### config.mk
export PLATFORM = sky130hd
export DESIGN_NAME = serial_port_arbiter
export DESIGN_NICKNAME = d
export VERILOG_FILES = /design/src/rtl/serial_port_arbiter.sv
export SDC_FILE = /design/constraint.sdc
export NUM_CORES = 1
export LEC_CHECK = 0
export ABC_AREA = 1
export CORE_MARGIN = 2
export CORE_UTILIZATION = 63
export DETAILED_ROUTE_END_ITERATION = 16
export DONT_BUFFER_PORTS = 1
export HOLD_SLACK_MARGIN = 0.03
export PLACE_DENSITY_LB_ADDON = 0.12
export SLEW_MARGIN = 20
export SYNTH_ARGS = -nofsm -noshare
export SYNTH_HDL_FRONTEND = slang
export SYNTH_SLANG_ARGS = --single-unit
### constraint.sdc
create_clock -name clk -period 2 [get_ports clk]
set_input_delay 0.4 -clock clk [delete_from_list [all_inputs] [get_ports clk]]
set_output_delay 0.4 -clock clk [all_outputs]
set_load 0.01 [all_outputs]
### src/rtl/serial_port_arbiter.sv
// Round-robin output-port scheduler for one serial router link: grants one
// ready input port per frame and shifts its item out as start bit + LSB-first data.
module serial_port_arbiter #(
  parameter int N    = 5,
  parameter int SIZE = 8
) (
  input  logic                clk,
  input  logic                reset,
  input  logic [N-1:0]        in_valid,
  input  logic [N*SIZE-1:0]   in_data,
  output logic [N-1:0]        in_read,
  input  logic                channel_busy,
  output logic                serial_out,
  output logic [N-1:0]        grant,
  output logic                active
);

  localparam int PW = (N > 1) ? $clog2(N) : 1;
  localparam int CW = $clog2(SIZE + 1);

  typedef enum logic [1:0] {
    ST_IDLE,
    ST_SEND,
    ST_WAIT
  } state_t;

  state_t          state;
  logic [PW-1:0]   ptr;
  logic [SIZE-1:0] shift_q;
  logic [CW-1:0]   bit_cnt;

  logic [PW-1:0]   lo_idx;
  logic [PW-1:0]   hi_idx;
  logic            hi_found;
  logic [PW-1:0]   sel_idx;
  logic            sel_found;
  logic [N-1:0]    sel_onehot;
  logic [SIZE-1:0] sel_data;

  // Round-robin pick: lowest requester above ptr, otherwise wrap to the lowest overall.
  always_comb begin
    lo_idx     = '0;
    hi_idx     = '0;
    hi_found   = 1'b0;
    sel_onehot = '0;
    sel_data   = '0;
    for (int i = N - 1; i >= 0; i--) begin
      if (in_valid[i]) begin
        lo_idx = PW'(i);
        if (PW'(i) > ptr) begin
          hi_idx   = PW'(i);
          hi_found = 1'b1;
        end
      end
    end
    sel_found = (in_valid != '0);
    sel_idx   = hi_found ? hi_idx : lo_idx;
    for (int i = 0; i < N; i++) begin
      if (PW'(i) == sel_idx) begin
        sel_onehot[i] = 1'b1;
        sel_data      = in_data[i*SIZE +: SIZE];
      end
    end
  end

  always_ff @(posedge clk or negedge reset) begin
    if (!reset) begin
      state      <= ST_IDLE;
      ptr        <= PW'(N - 1);
      shift_q    <= '0;
      bit_cnt    <= '0;
      serial_out <= 1'b0;
      in_read    <= '0;
      grant      <= '0;
      active     <= 1'b0;
    end else begin
      in_read <= '0;
      case (state)
        ST_IDLE: begin
          serial_out <= 1'b0;
          if (!channel_busy && sel_found) begin
            ptr        <= sel_idx;
            grant      <= sel_onehot;
            in_read    <= sel_onehot;
            shift_q    <= sel_data;
            bit_cnt    <= '0;
            serial_out <= 1'b1;
            active     <= 1'b1;
            state      <= ST_SEND;
          end
        end
        ST_SEND: begin
          // bit_cnt == SIZE means the last data bit has already had its full cycle.
          if (bit_cnt == CW'(SIZE)) begin
            serial_out <= 1'b0;
            state      <= ST_WAIT;
          end else begin
            serial_out <= shift_q[0];
            shift_q    <= shift_q >> 1;
            bit_cnt    <= bit_cnt + 1'b1;
          end
        end
        ST_WAIT: begin
          serial_out <= 1'b0;
          if (!channel_busy) begin
            grant  <= '0;
            active <= 1'b0;
            state  <= ST_IDLE;
          end
        end
        default: state <= ST_IDLE;
      endcase
    end
  end

endmodule
==> results.txt <==
----------------------------------------------------
[Synthesis]
  Main flop type after synthesis ... dfrtp_1
  Complex-gate fraction of the synthesized area ... 0.153
  Total standard cell area after synthesis ... 1870 µm²
  Number of flops mapped to enable cells by yosys ... 0
  Adder-cell area share of the yosys netlist ... 0.0402
  Xor/xnor share of the synthesized area ... 0
  Share of the yosys chip area belonging to registers ... 0.389
  Distinct cell type count after synthesis ... 30
  Proportion of synthesized area in mux cells ... 0
  Synthesized area per cell ... 7.59 µm²
  Fraction of registers with async set or reset after synthesis ... 1.00
  Simple logic cell fraction of the synthesized area ... 0.347
  Syn nets ... 300
  Combinational family with the most area after synthesis ... simple AND/OR/NAND/NOR gates
  Synth Instances ... 246
  Number of synthesized register bits ... 29
  Count of warnings emitted by yosys ... 0

[Worst hold path]
  Hold Startpoint ... in_data[37]
  Worst hold path endpoint ... shift_q[5]
  Classification of the worst-slack hold path ... in2reg
  Worst hold stages ... 2

[Setup path]
  Largest fanout on the critical path ... 18
  Kind of start point of the critical path ... flip-flop
  CP max stage cell ... dfstp_2
  Reg-to-reg setup timing slack ... 0.22 ns
  Arr. time, crit path ... 2.01 ns
  CP delay by family, top ... simple AND/OR/NAND/NOR gates
  Count of buffer and inverter cells on the critical path ... 1
  Worst Setup End Kind ... flip-flop
  Critical register-to-register path startpoint ... ptr[2]
  Worst flop-to-flop path endpoint ... shift_q[2]
  Series of cell instances along the critical path ... inv_2, nand3_2, nand2_1, nor2_2, nand2_2, nand4_1, nand3_1, o21bai_1, a21oi_1
  Worst path max stage delay ... 0.55 ns
  Crit path kind ... reg2reg
  R2R depth ... 9
  Endpoint required time on the critical path ... 2.23 ns

[Placed design]
  HPWL after DPL ... 3180 µm
  Placed Cells incl. Taps ... 277
  Buffers on Ports ... 0
  Final GP Congestion ... 0.900

[CTS]
  Clock insertion delay at the later pin of the skew report ... 0.34 ns
  PostCTS Resize Cnt ... 0
  Number of CTS-inserted buffers ... 5
  Setup repair bufs after CTS ... 0
  Hold-fix buffers at CTS ... 2
  Clock-pin slew on the worst setup and hold paths ... 0.10 ns
  Level count of the clock H-tree ... 2
  Clock tree sinks ... 29
  Root buffer cell ... clkbuf_4
  CTS tree ... built
  Deepest clock path buffer count ... 2

[Routing]
  Total detailed-routing wirelength ... 4180 µm
  DRC violation count after routing ... 0
  Final ANT Viol Nets ... 0
  Starting DRC count in detailed routing ... 63
  Mean number of vias per cell ... 5.76
  Via count ... 1654
  Wire length per cell after detailed routing ... 14.6 µm
  DR pass1 iterations ... 4

[Global routing]
  Global route overflow ... 0
  Number of global-route vias before repair ... 1565
  Largest net degree at the start of global routing ... 30
  Total routing resource utilization after global routing ... 0.279
  Initial antenna violation count ... 0
  Wire length of the first global-routing pass ... 7030 µm

[Finish]
  Area Growth Syn to Fin ... 7.24%
  Sequential Area ... 727 µm²
  Fraction of layout cells with a size suffix above 1 ... 0.180
  Area of combinational cells with multiple inputs ... 1010 µm²
  Total inserted antenna cells ... 0
  Number of filler instances in the final layout ... 242
  Number of cells in the finished layout apart from fillers ... 287
  Layout net count ... 309

[Timing]
  Unrepaired setup endpoints after global routing ... false
  Minimum clock period ... 1.78 ns
  Final-report setup violation count ... 0
  Final hold vios ... 0
  Highest Clock Rate ... 563 MHz
  Headroom to the max-slew limit ... 0.621
  Worst-Margin Slew ... 0.563 ns
  Setup tns final ... 0 ns
  Period utilisation layout ... 0.888
  Count of pins over their slew limit ... 0
  Setup clock skew after layout ... 0.0163 ns

[Power and ir drop]
  Cell Pwr Density ... 1670 nW/µm²
  Worst IR drop on VDD ... 0.00144 V
  Leakage power ... 1.03 nW

[Run status]
  Status ... complete, no violations

[Run]
  Count of maximum capacitance violations ... 0

[Die]
  Std cell rows ... 19
  Floorplan core area ... 2780 µm²
  Number of top-level design ports ... 60
  Initial cell density of the core ... 0.671
  Area of the die ... 3410 µm²
  Die Ht ... 58.4 µm
  Horiz. Die Dim ... 58.4 µm

----------------------------------------------------
[metrics by stage]
stage	worst slack [ns]	power (W)	cell area [µm²]	util	hold slack, ns
after floorplan	0.489	0.00254	1870	-	0.104
after global placement	0.289	0.00286	1900	0.684	0.105
after global routing	0.0796	0.00369	2000	0.720	0.302
after detailed placement	0.265	0.00290	1900	0.684	0.105
final	0.224	0.00334	2000	0.720	0.283
after CTS	0.256	0.00334	2000	0.720	0.285
[kinds of logic after synthesis]
group | Yosys count
simple gates | 133
compound gates | 46
buf+inv | 32
flops | 29
fa+ha+maj | 6
[synthesized netlist by cell type, types with 3 or more instances]
library cell  instances  share of area
nor2_2                6          0.020
o21ai_1               8          0.021
nand2_1              66           0.13
inv_1                23          0.046
nor2_1               19          0.038
dfrtp_1              28           0.38
nand2_4               4          0.024
inv_2                 6          0.012
nand3_1              22          0.059
o21ai_0              19          0.051
a21oi_1               6          0.016
ha_1                  6          0.040
nand4_1               3          0.010
nand2_2               6          0.020
o21bai_1              4          0.016
o22ai_1               3          0.010
[layout by cell type, fill, tap and decap left out, drive strengths merged]
cell type,n
clkbuf,7
buf,2
dfstp,1
o22ai,3
nand2,76
a21oi,7
or2,2
inv,31
a21boi,1
o21bai,6
o21a,1
dlygate4sd3,1
ha,6
nand3b,1
o21ai,27
dfrtp,28
nor2,28
nand3,23
nand4,3
a31oi,1
clkinv,1
[worst register-to-register path: stages (launching register included)]
cell	delay, ns
dfstp_2	0.55
inv_2	0.06
nand3_2	0.09
nand2_1	0.07
nor2_2	0.13
nand2_2	0.23
nand4_1	0.20
nand3_1	0.10
o21bai_1	0.16
a21oi_1	0.08
[worst max-delay path by stage]
stage	start	end	slack, ns	cells after the start
6_report	ptr[2]	shift_q[2]	0.22	9
5_1_grt	ptr[2]	shift_q[5]	0.08	11
4_1_cts	ptr[2]	shift_q[3]	0.26	11
3_5_place_dp	ptr[2]	shift_q[3]	0.26	11
3_3_place_gp	ptr[2]	shift_q[3]	0.29	11
2_1_floorplan	ptr[2]	shift_q[3]	0.49	8
[final cells by class]
type,count,area share
Clock buffer,7,0.0325
Inverter,31,0.0606
Multi-Input combinational cell,185,0.503
Timing Repair Buffer,3,0.0188
Clock inverter,1,0.00250
Tap cell,31,0.0194
Sequential cell,29,0.363
[where the power goes]
group / total, W / switching (W) / internal [W]
registers: 0.00103 / 0.000191 / 0.000837
clock network: 0.000408 / 0.000205 / 0.000203
logic: 0.00190 / 0.00125 / 0.000657
[metal layers]
layer	vias to the layer above	global-route usage	share of wire
met5	-	0	0
met3	6	0.0857	0.090
li1	812	-	-
met4	0	0.0797	0.012
met2	77	0.451	0.48
met1	759	0.362	0.42
[registers in the layout, indices dropped and copies added (netlist names)]
register	cells
state	2
active	1
ptr	3
bit_cnt	4
in_read	5
shift_q	8
grant	5
serial_out	1
Note: power is estimated with default switching activity, not from simulation.
